==> src/rtl/axi_rd_arbiter.sv <==
// Round-robin arbiter sharing one AXI read path (AR + R) among masters.
// Holds each grant from the AR handshake until RLAST or a watchdog abort.
module axi_rd_arbiter #(
    parameter int MasterCount = 2,
    parameter int TIMEOUT     = 255,
    parameter int SELW        = 1
) (
    input  logic                   ACLK,
    input  logic                   ARESET,
    input  logic [MasterCount-1:0] ARVALID_M,
    output logic [MasterCount-1:0] ARREADY_M,
    output logic                   ARVALID_S,
    input  logic                   ARREADY_S,
    input  logic                   RVALID_S,
    input  logic                   RREADY_S,
    input  logic                   RLAST_S,
    input  logic [3:0]             RID_S,
    output logic [SELW-1:0]        ar_sel,
    output logic                   busy,
    output logic [7:0]             beat_cnt,
    output logic                   timeout_err
);

    localparam int IW = SELW + 1;

    typedef enum logic [1:0] {
        IDLE,
        ADDR,
        DATA
    } state_t;

    state_t          state;
    state_t          state_nx;
    logic [SELW-1:0] ptr;
    logic [SELW-1:0] ptr_nx;
    logic [SELW-1:0] sel_nx;
    logic [SELW-1:0] sel_inc;
    logic [SELW-1:0] win;
    logic            found;
    logic [IW-1:0]   idx;
    logic [7:0]      cnt_nx;
    logic [15:0]     wdog;
    logic [15:0]     wdog_nx;
    logic [3:0]      sel4;
    logic            beat;

    assign sel4 = 4'(ar_sel);
    assign beat = RVALID_S & RREADY_S & (RID_S == sel4);
    assign busy = (state != IDLE);

    assign sel_inc = (ar_sel == SELW'(MasterCount - 1))
                   ? '0 : ar_sel + 1'b1;

    // First requester found scanning upward from ptr, modulo MasterCount
    always_comb begin
        found = 1'b0;
        win   = '0;
        idx   = '0;
        for (int i = 0; i < MasterCount; i++) begin
            idx = {1'b0, ptr} + IW'(i);
            if (idx >= IW'(MasterCount)) begin
                idx = idx - IW'(MasterCount);
            end
            if (!found && ARVALID_M[idx[SELW-1:0]]) begin
                found = 1'b1;
                win   = idx[SELW-1:0];
            end
        end
    end

    always_comb begin
        state_nx    = state;
        ptr_nx      = ptr;
        sel_nx      = ar_sel;
        cnt_nx      = beat_cnt;
        wdog_nx     = wdog;
        ARVALID_S   = 1'b0;
        ARREADY_M   = '0;
        timeout_err = 1'b0;
        unique case (state)
            IDLE: begin
                if (found) begin
                    sel_nx   = win;
                    state_nx = ADDR;
                end
            end
            ADDR: begin
                ARVALID_S         = ARVALID_M[ar_sel];
                ARREADY_M[ar_sel] = ARREADY_S;
                if (ARVALID_M[ar_sel] && ARREADY_S) begin
                    state_nx = DATA;
                    cnt_nx   = '0;
                    wdog_nx  = '0;
                end
            end
            DATA: begin
                if (beat) begin
                    if (beat_cnt != 8'hff) begin
                        cnt_nx = beat_cnt + 8'd1;
                    end
                    wdog_nx = '0;
                    if (RLAST_S) begin
                        state_nx = IDLE;
                        ptr_nx   = sel_inc;
                    end
                end else if (wdog == 16'(TIMEOUT - 1)) begin
                    // Hung burst: abandon it and rotate as if completed
                    timeout_err = 1'b1;
                    state_nx    = IDLE;
                    ptr_nx      = sel_inc;
                end else begin
                    wdog_nx = wdog + 16'd1;
                end
            end
            default: begin
                state_nx = IDLE;
            end
        endcase
    end

    always_ff @(posedge ACLK or posedge ARESET) begin
        if (ARESET) begin
            state    <= IDLE;
            ptr      <= '0;
            ar_sel   <= '0;
            beat_cnt <= '0;
            wdog     <= '0;
        end else begin
            state    <= state_nx;
            ptr      <= ptr_nx;
            ar_sel   <= sel_nx;
            beat_cnt <= cnt_nx;
            wdog     <= wdog_nx;
        end
    end

endmodule

==> config.mk <==
export PLATFORM = sky130hd
export DESIGN_NAME = axi_rd_arbiter
export DESIGN_NICKNAME = d
export VERILOG_FILES = /design/src/rtl/axi_rd_arbiter.sv
export SDC_FILE = /design/constraint.sdc
export NUM_CORES = 1
export LEC_CHECK = 0
export CAP_MARGIN = 40
export CORE_MARGIN = 3
export CORE_UTILIZATION = 47
export CTS_CLUSTER_SIZE = 8
export DETAILED_ROUTE_END_ITERATION = 8
export DONT_BUFFER_PORTS = 1
export GPL_TIMING_DRIVEN = 0
export PLACE_DENSITY = 0.7
export SETUP_SLACK_MARGIN = 0.3
export SLEW_MARGIN = 20
export SYNTH_ARGS = -nofsm -noshare
export SYNTH_HDL_FRONTEND = slang
export SYNTH_SLANG_ARGS = --single-unit
==> constraint.sdc <==
create_clock -name ACLK -period 2.07 [get_ports ACLK]
set_clock_uncertainty 0.05 [all_clocks]
set_input_delay 0.207 -clock ACLK [delete_from_list [all_inputs] [get_ports ACLK]]
set_output_delay 0.207 -clock ACLK [all_outputs]
set_load 0.05 [all_outputs]
Yosys cells after proc, flatten, opt, wreduce, memory -nomap -nowiden

Index checks and enable logic that the tools add are counted.

Flip-flop bits (word level): 28
Bits of input ports: 12
Output and inout bits: 14
Word-level logic and storage cells: 83

Add/subtract/negate cells: 6
Order comparisons: 6
Equality and inequality tests: 13
Mux-type cells: 37
Bitwise gates (word level): 3
Reduce and logical (&&, ||, !) cells: 13

Operators with widths:

| kind                                                                   | count |
|---|---|
| 16-bit 2-to-1 mux                                                      | 3 |
| 16-bit case mux with 2 select lines                                    | 1 |
| 8-bit 2-to-1 mux                                                       | 3 |
| 1-bit 2-to-1 mux                                                       | 21 |
| 16-bit by 1-bit adder with 16-bit output, second input constant        | 1 |
| 16-bit by 8-bit equality test with 1-bit output, second input constant | 1 |
| 8-bit case mux with 2 select lines                                     | 1 |
| 2-bit 2-to-1 mux                                                       | 6 |
| 2-bit inequality test, second input constant                           | 5 |
| 3-bit inequality test, second input constant                           | 3 |
| 8-bit by 1-bit adder with 8-bit output, second input constant          | 1 |
| 8-bit inequality test, second input constant                           | 1 |
| 4-bit AND reduction                                                    | 2 |
| 1-bit by 2-bit < comparator with 1-bit output, second input constant   | 3 |
| 2-bit case mux with 3 select lines                                     | 1 |
| 3-bit AND reduction                                                    | 2 |
| 2-bit nonzero test                                                     | 3 |
| 4-bit by 1-bit equality test with 1-bit output                         | 1 |
| 1-bit logical AND                                                      | 3 |
| 1-bit by 1-bit adder with 2-bit output, second input constant          | 1 |
| 1-bit AND                                                              | 2 |
| 2-bit AND                                                              | 1 |
| 2-bit by 1-bit equality test with 1-bit output, second input constant  | 1 |
| 2-bit equality test, second input constant                             | 1 |
| 9 further kinds                                                        | 10 |

Longest topological paths before layout

Gate-level depths: netlist of the first run.

Word-level depth: 10
Gate-level depth with buffers: 7
Depth with buffers taken out: 6

Worst setup path before layout of the first run

OpenSTA, ideal clock, no wires.

Kind: register to output
Start: register ar_sel
End: output port timeout_err
Data arrival time: 1.803 ns
Data required time: 1.813 ns
Path slack: 0.010 ns
Stages on the path, launching flop included: 5
Path buffers: 1
Cells stage by stage: dfrtp_1 -> xnor2_2 -> a31oi_4 -> buf_2 -> and2_1

Word-level cells in the longest chain between the ends: 4

RTL lines:

| element                                        | line | source |
|---|---|---|
| start: declaration                             | 18   | `output logic [SELW-1:0] ar_sel,` |
| start signal: assignment                       | 131  | `ar_sel <= sel_nx;` |
| 4-bit by 1-bit equality test with 1-bit output | 48   | `assign beat = RVALID_S & RREADY_S & (RID_S == sel4);` |
| 1-bit AND                                      | 48   |  |
| 1-bit 2-to-1 mux                               | 97   | `if (beat) begin` |
| 1-bit 2-to-1 mux                               | 80   | `unique case (state)` |
| end: declaration                               | 21   | `output logic timeout_err` |

No other way between the ends.

Worst setup path after layout of the first run

Ends and elaborated chain as after synthesis.

==> metrics, run 1 <==
area grow syn2layout 32.0%; worst min path class input port to flop; setup slack, reg-to-reg 0.25 ns; fmax 521 MHz; # setup viols final 0; number of buffers created by CTS 3; Tcrit/Tclk final 92.7%; quantity of I/O buffers inserted on ports 0; sequential area share after synthesis 40.4%; post-route ant nets 0; root buf cell clkbuf_8; Post-synth EDFFs 0; Starting Density 50.4%; diode count 0; Clock Path Buffers 2; CP Max Fanout 7; largest net degree at the start of global routing 17; DRC 0; Yosys reg bits 28; fin crit period 1.92 ns; CP required 1.81 ns; R2R Path Start ar_sel; initial DRC count 155; layout cells sized above 1 34.1%; TritonRoute pass-1 iters 5; area of the multi-input gates 0.00118 mm2; # rows 21; last weighted congestion value of the routability-driven placer 0.990; Max rail drop VDD 0.773 mV; Yosys cell types 47; initial antenna violation count 0; M1 WL 2.00 mm; GRT Util Overall 21.6%; final WL 4.82 mm; Hold EP ar_sel; clock sink count 28; Slew @ Worst Pin 0.580 ns; Net Count, Synth 203; fin. max-slew vios 0; Vias/cell 6.70; Worst R2R End ptr; CTS tree built; Slew Limit Headroom 61.3%; final hold vios 0; post-DP HPWL 3.04 mm; worst skew pair latency 0.28 ns; Power Density 929 mW/mm2; vias in the first global route 1,606; Reg area 726 um2; setup TNS 0 ns; H-Tree Level Count 1; Die H 66.7 um; Final Power 0.00213 W; Reg clk slew, reported paths 0.10 ns; number of I/O pins 26; RSZ-0062 raised after global routing true; Pleak 0.885 nW; R2R cell count 6; GRT overflow 0; core area 0.00344 mm2; crit path kind flop to output pin; YS warnings 0; cell area after technology mapping 0.00173 mm2; hold path cells 2; vias 1,721; Setup crit start kind flop; Hold Startpoint ARVALID_M[1]; die width 66.7 um; Die Area 0.00445 mm2; met2 routed WL 2.50 mm; met3 wire length 238 um; share of flip-flops with an asynchronous set or reset 100%; CP max stage delay 0.62 ns; top routing layer used met4; CP arrival 1.66 ns; filler cell count 272; Post-Syn Instances 188; wire per inst 18.8 um; Primary FF master, synth dfrtp_1; CP startpoint ar_sel; status finished clean; Avg Inst Size Synth 9.22 um2; Critical Path Slowest Stage Cell dfrtp_4; CP cell instances xnor2_4 -> a31oi_4 -> buf_6 -> and2_4; CP endpoint kind output pin; Max-Cap Viols 0; first-pass GRT wire length 7.45 mm; Total Nets Final 227
## what timing repair did
| action | 4_1_cts | 5_1_grt |
|---|---|---|
| setup endpoints to repair | 26 | 25 |
| pin swaps | 8 | 9 |
| gates resized for setup | 31 | 37 |
| hold buffers | 3 | 0 |
| buffers inserted | 9 | 6 |
| endpoints found under the hold margin | 14 | 0 |
## area by class of cell
cell class              instances  area share, %
clock buffers                   3           1.80
inverters                       6          0.984
flip-flops and latches         28           31.7
multi-input cells             148           51.4
repair buffers                 19           7.92
well taps                      46           2.51
plain buffers                   6           2.35
clock inverters                 1           1.31
## where the power goes
group / switching (W) / internal [W] / total, W
Clock: 0.000185 / 0.000259 / 0.000444
Sequential: 0.000185 / 0.000625 / 0.000810
Combinational: 0.000524 / 0.000349 / 0.000873
## worst max-delay path by stage
stage | end | slack (ns) | depth (start not counted)
after CTS | timeout_err | 0.17 | 6
after detailed placement | wdog[13] | 0.04 | 4
final | timeout_err | 0.15 | 4
after global routing | timeout_err | 0.10 | 6
after global placement | wdog[6] | 0.10 | 4
after floorplan | beat_cnt[6] | 0.30 | 5
## worst max-delay path: cells and delay by family, from the launching register on
family / cells / cell delay, ns
flops: 1 / 0.62
buf+inv: 1 / 0.14
xor+xnor: 1 / 0.20
simple gates: 1 / 0.23
compound gates: 1 / 0.19
## sequential cells by signal, summed over array words and instances (netlist names)
signal    count
wdog         16
beat_cnt      8
state         2
ar_sel        1
ptr           1
## placed cells by master (no fill, tap or decap), types with 2 or more instances in the layout
cell type      count
dfrtp_4            3
nand4_4            2
nand3_1           12
and3_1             3
o211ai_1           2
nor2_1             5
o31ai_1            2
and4_4             2
nand4_1            4
inv_1              5
o21ai_0            7
buf_4             13
buf_6              6
a21oi_1           14
mux2_4             2
a31oi_1           13
o2bb2ai_1          4
nor4b_4            2
nand2_4            2
dfrtp_2           11
and4_1             2
nor3_1             4
clkbuf_8           3
o21ai_2            2
a41oi_1            4
nand2_1           13
xnor2_1            2
ha_4               2
dlygate4sd3_1      3
o21ai_1            8
and3b_1            2
dfrtp_1           14
a31oi_4            2
## Yosys cell counts, types with 2 or more instances
library cell / instances / share of area (%)
a21oi_1: 14 / 4.0
and3_1: 3 / 1.1
nand3_1: 14 / 4.0
a31oi_1: 14 / 5.1
o211ai_1: 2 / 0.87
and3b_1: 2 / 1.0
dfrtp_1: 28 / 40
and4_1: 4 / 2.0
mux2_2: 2 / 1.3
o2bb2ai_1: 4 / 2.0
nand4_1: 4 / 1.4
nor3_1: 5 / 1.4
a41oi_1: 4 / 2.0
and2_1: 3 / 1.1
o21ai_0: 8 / 2.3
inv_1: 6 / 1.3
nand2_1: 16 / 3.5
nor4_1: 3 / 1.1
buf_2: 4 / 1.2
ha_1: 3 / 2.2
nand4_2: 2 / 1.4
nor2_1: 7 / 1.5
o21ai_1: 9 / 2.6
o31ai_1: 3 / 1.3
xnor2_1: 2 / 1.0
## routing by layer
layer  global-route usage, %  vias to the layer above
li1                        -                      784
met2                    35.5                       73
met3                    2.02                       10
met4                    9.14                        0
met1                    28.7                      854
met5                       0                        -
## kinds of logic (layout without fill, tap and decap cells)
group	after synthesis	count (layout)	share of synthesized area, %
AO/OA/AOI/OAI	67	67	25.6
XOR/XNOR	4	4	2.45
adder cells (fa/ha/maj)	3	3	2.16
buffers and inverters	12	35	2.96
flip-flops	28	28	40.4
multiplexers	2	2	1.30
AND/OR/NAND/NOR	72	72	25.1
## through the flow
step                utilization (%)  hold slack, ns  setup slack [ns]  std cells  instance area, um2
finish                         66.5          0.0268             0.151        257                2290
global route                   66.5          0.0195             0.102        257                2290
CTS                            61.8          0.0214             0.171        251                2130
detailed placement             53.0           0.136            0.0351        235                1830
global placement               52.2           0.257             0.102        234                1800
floorplan                         -           0.222             0.302        188                1740
Note: power is estimated with default switching activity, not from simulation.
==> inputs of run 2 (changes only) <==
--- a/config.mk
+++ b/config.mk
@@ -12,7 +12,7 @@
 export DETAILED_ROUTE_END_ITERATION = 8
 export DONT_BUFFER_PORTS = 1
 export GPL_TIMING_DRIVEN = 0
-export PLACE_DENSITY = 0.7
+export PLACE_DENSITY = 0.6
 export SETUP_SLACK_MARGIN = 0.3
 export SLEW_MARGIN = 20
 export SYNTH_ARGS = -nofsm -noshare
==> metrics, run 2 (synthesis results as in run 1) <==
Slew Limit Headroom 59.4%; CP required 1.81 ns; vias 1,651; Largest register FFs 16; TritonRoute pass-1 iters 4; diode count 0; RSZ-0062 raised after global routing true; H-Tree Level Count 1; initial antenna violation count 0; Pleak 0.850 nW; Top Registers wdog x16, beat_cnt x8, state x2; Setup crit start kind flop; Slew @ Worst Pin 0.610 ns; CP arrival 1.68 ns; GRT met1 Usage 31.0%; # setup viols final 0; GRT overflow 0; last weighted congestion value of the routability-driven placer 0.908; fin crit period 1.94 ns; Tcrit/Tclk final 93.8%; wire per inst 17.6 um; CTS tree built; CP endpoint kind output pin; layout cells sized above 1 33.8%; post-route ant nets 0; Critical Path Slowest Stage Cell dfrtp_2; vias in the first global route 1,533; worst skew pair latency 0.28 ns; grt met2 use 33.9%; Final Non-Filler Cells 256; most used routing layer met2; GRT Util Overall 21.9%; Final Power 0.00203 W; Starting Density 50.4%; core area 0.00344 mm2; Placed Instances 235; fin. max-slew vios 0; final WL 4.50 mm; root buf cell clkbuf_8; Max rail drop VDD 0.822 mV; worst min path class input port to flop; commonest non-fill, non-tap cell in the layout a21oi_1; final hold vios 0; setup TNS 0 ns; Vias/cell 6.45; largest net degree at the start of global routing 20; met3 usage 3.20%; status finished clean; most frequent cells in the layout a21oi_1, nand2_1, a31oi_1, dfrtp_1; CP max stage delay 0.42 ns; clock sink count 28; # rows 21; number of I/O pins 26; post-DP HPWL 3.05 mm; Clock Path Buffers 2; first-pass GRT wire length 7.42 mm; Die H 66.7 um; hold_ws 0.0246 ns; die width 66.7 um; area grow syn2layout 29.1%; Top reg by flops wdog; Reg clk slew, reported paths 0.10 ns; Max-Cap Viols 0; fmax 515 MHz; setup slack, reg-to-reg 0.26 ns; initial DRC count 98; CP Max Fanout 2; CP cell instances inv_2 -> ha_4 -> nor4b_4 -> and4_1 -> buf_6 -> and2_4; Power Density 908 mW/mm2; DRC 0; number of buffers created by CTS 3; crit path kind flop to output pin; final core utilization 65.0%; Total Nets Final 226; quantity of I/O buffers inserted on ports 0; Die Area 0.00445 mm2
[run 2: cell type report]
type	count	area (um2)
inverters	6	22.5
flip-flops and latches	28	727
well taps	46	57.6
repair buffers	18	183
fillers	302	1200
clock buffers	4	55.1
plain buffers	6	53.8
multi-input cells	148	1140
[run 2: layer usage]
layer	share of wire [%]	up-vias
li1	-	776
met1	46	809
met2	47	59
met3	5.2	7
met4	1.2	0
met5	0	-
[run 2: final timing paths]
kind	start	to	depth (start not counted)
setup / recovery	wdog[0]	timeout_err	6
hold / removal	ARVALID_M[1]	ar_sel	2
setup reg to reg	ar_sel	wdog[7]	5
hold reg to reg	wdog[15]	wdog[15]	1
max in group asynchronous	ARESET	wdog[5]	3
min in group asynchronous	ARESET	wdog[15]	2
[run 2: stage by stage]
stage | cell area [um2] | setup slack (ns)
after global routing | 2240 | 0.0678
final | 2240 | 0.129
after detailed placement | 1830 | 0.0742
after global placement | 1800 | 0.0917
after floorplan | 1740 | 0.302
after CTS | 2070 | 0.136
[run 2: critical path, delay by kind of cell, from the launching register on]
kind,cells,cell delay [ns]
AND/OR/NAND/NOR,3,0.68
flip-flops,1,0.42
buffers and inverters,2,0.17
adder cells (fa/ha/maj),1,0.12
[run 2: repair_timing]
action | CTS | global route
setup buffers | 7 | 7
pin swaps | 6 | 10
resized for setup | 28 | 34
hold buffers | 3 | 0
endpoints found under the setup margin | 27 | 29
hold endpoints to repair | 11 | 0
[run 2: power by group]
part           internal, W  leakage (nW)  switching [W]  total [W]
clock network     0.000171        0.0288       0.000179   0.000349
registers         0.000628         0.360       0.000172   0.000800
logic             0.000358         0.462       0.000524   0.000882
==> inputs of run 3 (changes only) <==
--- a/config.mk
+++ b/config.mk
@@ -12,7 +12,7 @@
 export DETAILED_ROUTE_END_ITERATION = 8
 export DONT_BUFFER_PORTS = 1
 export GPL_TIMING_DRIVEN = 0
-export PLACE_DENSITY = 0.6
+export PLACE_DENSITY = 0.62
 export SETUP_SLACK_MARGIN = 0.3
 export SLEW_MARGIN = 20
 export SYNTH_ARGS = -nofsm -noshare
==> constraint.sdc (replaced) <==
create_clock -name ACLK -period 1.76 [get_ports ACLK]
set_clock_uncertainty 0.05 [all_clocks]
set_input_delay 0.176 -clock ACLK [delete_from_list [all_inputs] [get_ports ACLK]]
set_output_delay 0.176 -clock ACLK [all_outputs]
set_load 0.05 [all_outputs]
==> metrics, run 3 (synthesis results as in run 1) <==
most frequent cells in the layout buf_4, buf_6, dfrtp_2; Top Registers wdog x16, beat_cnt x8, state x2; CP required 1.53 ns; met3 usage 4.05%; H-Tree Level Count 1; Final Power 0.00297 W; grt met2 use 42.1%; final core utilization 80.1%; final hold vios 0; fin. max-slew vios 0; Max rail drop VDD 1.16 mV; Slew Limit Headroom 57.3%; vias 1,899; commonest non-fill, non-tap cell in the layout buf_4; last weighted congestion value of the routability-driven placer 0.864; area grow syn2layout 59.0%; Reg area 724 um2; clock sink count 28; Tcrit/Tclk final 107%; Slew @ Worst Pin 0.640 ns; layout cells sized above 1 57.0%; Largest register FFs 16; root buf cell clkbuf_8; largest net degree at the start of global routing 18; post-DP HPWL 3.10 mm; CP cell instances nor4b_4 -> and4_1 -> buf_6 -> and2_4; CP endpoint kind output pin; final WL 6.45 mm; Starting Density 50.4%; die width 66.7 um; CP max stage delay 0.50 ns; crit path kind flop to output pin; Setup crit start kind flop; status finished, violations left; RSZ-0062 raised after global routing true; Clock Path Buffers 2; hold_ws 0.0162 ns; cell area after placement 0.00195 mm2; CP arrival 1.66 ns; worst skew pair latency 0.28 ns; wire per inst 22.8 um; CP Max Fanout 7; Vias/cell 6.71; TritonRoute pass-1 iters 4; hold path cells 2; quantity of I/O buffers inserted on ports 0; Critical Path Slowest Stage Cell dfrtp_1; GRT Util Overall 25.9%; post-route ant nets 0; most used routing layer met2; # rows 21; smallest setup slack after layout -0.131 ns; worst min path class input port to flop; DRC 0; number of buffers created by CTS 3; design area 0.00276 mm2; GRT met1 Usage 34.9%; GRT overflow 0; initial antenna violation count 0; # setup viols final 13; Total Nets Final 253; core area 0.00344 mm2; DP Worst Slack -0.0127 ns; fin crit period 1.89 ns; Die Area 0.00445 mm2; failing checks negative setup slack; Reg clk slew, reported paths 0.11 ns; Die H 66.7 um; number of I/O pins 26; Top reg by flops wdog; diode count 0; CTS tree built; fmax 529 MHz; Max-Cap Viols 0; Power Density 1080 mW/mm2; initial DRC count 245; first-pass GRT wire length 8.76 mm; vias in the first global route 1,735; area of the multi-input gates 0.00140 mm2; Pleak 1.05 nW; filler cell count 201; R2R cell count 7
## run 3: cell types whose count changed in the layout (fill, tap and decap cells not counted), moves of 5 or more
cell and delta:
buf_6 +13, o21ai_2 +6, a21oi_2 +5, a21oi_1 -5
buf_4 +12, nand3_1 -5
## run 3: critical path, delay by kind of cell (launching register included)
family	cells	cell delay [ns]
flops	1	0.50
buf+inv	1	0.11
simple gates	3	0.77
## run 3: per-layer routing
metal	vias to the layer above	wire, um	share of wire, %
li1	843	-	-
met1	908	2590	40
met2	116	3140	49
met3	32	446	6.9
met4	0	274	4.2
met5	-	0	0
## run 3: stage by stage
step                cells  TNS (ns)
finish                283    -0.666
global route          283     -1.55
CTS                   263    -0.133
detailed placement    235   -0.0249
global placement      234  -0.00150
floorplan             188         0
## run 3: final timing paths
kind,end,startpoint,slack [ns]
min reg2reg,wdog[15],wdog[15],0.49
min in group asynchronous,wdog[4],ARESET,0.33
max reg2reg,ptr,wdog[6],-0.10
min,ar_sel,ARVALID_M[1],0.02
max in group asynchronous,ar_sel,ARESET,0.83
max,timeout_err,wdog[13],-0.13
## run 3: timing repair
| item | 4_1_cts | 5_1_grt |
|---|---|---|
| buffers inserted | 20 | 18 |
| pin swaps | 21 | 21 |
| endpoints found under the setup margin | 30 | 32 |
| gates cloned | 1 | 2 |
| resized for setup | 69 | 26 |
| hold buffers | 3 | 0 |
| endpoints found under the hold margin | 13 | 0 |
## run 3: area by class of cell
type                    count  area share (%)
multi-input cells         150            50.9
flip-flops and latches     28            26.3
repair buffers             43            15.7
plain buffers               6            2.22
well taps                  46            2.09
clock buffers               4            2.00
inverters                   6           0.907
## run 3: report_power, final
part | total (W) | internal [W] | switching [W]
logic | 0.00160 | 0.000717 | 0.000880
registers | 0.000941 | 0.000736 | 0.000205
clock network | 0.000429 | 0.000201 | 0.000228
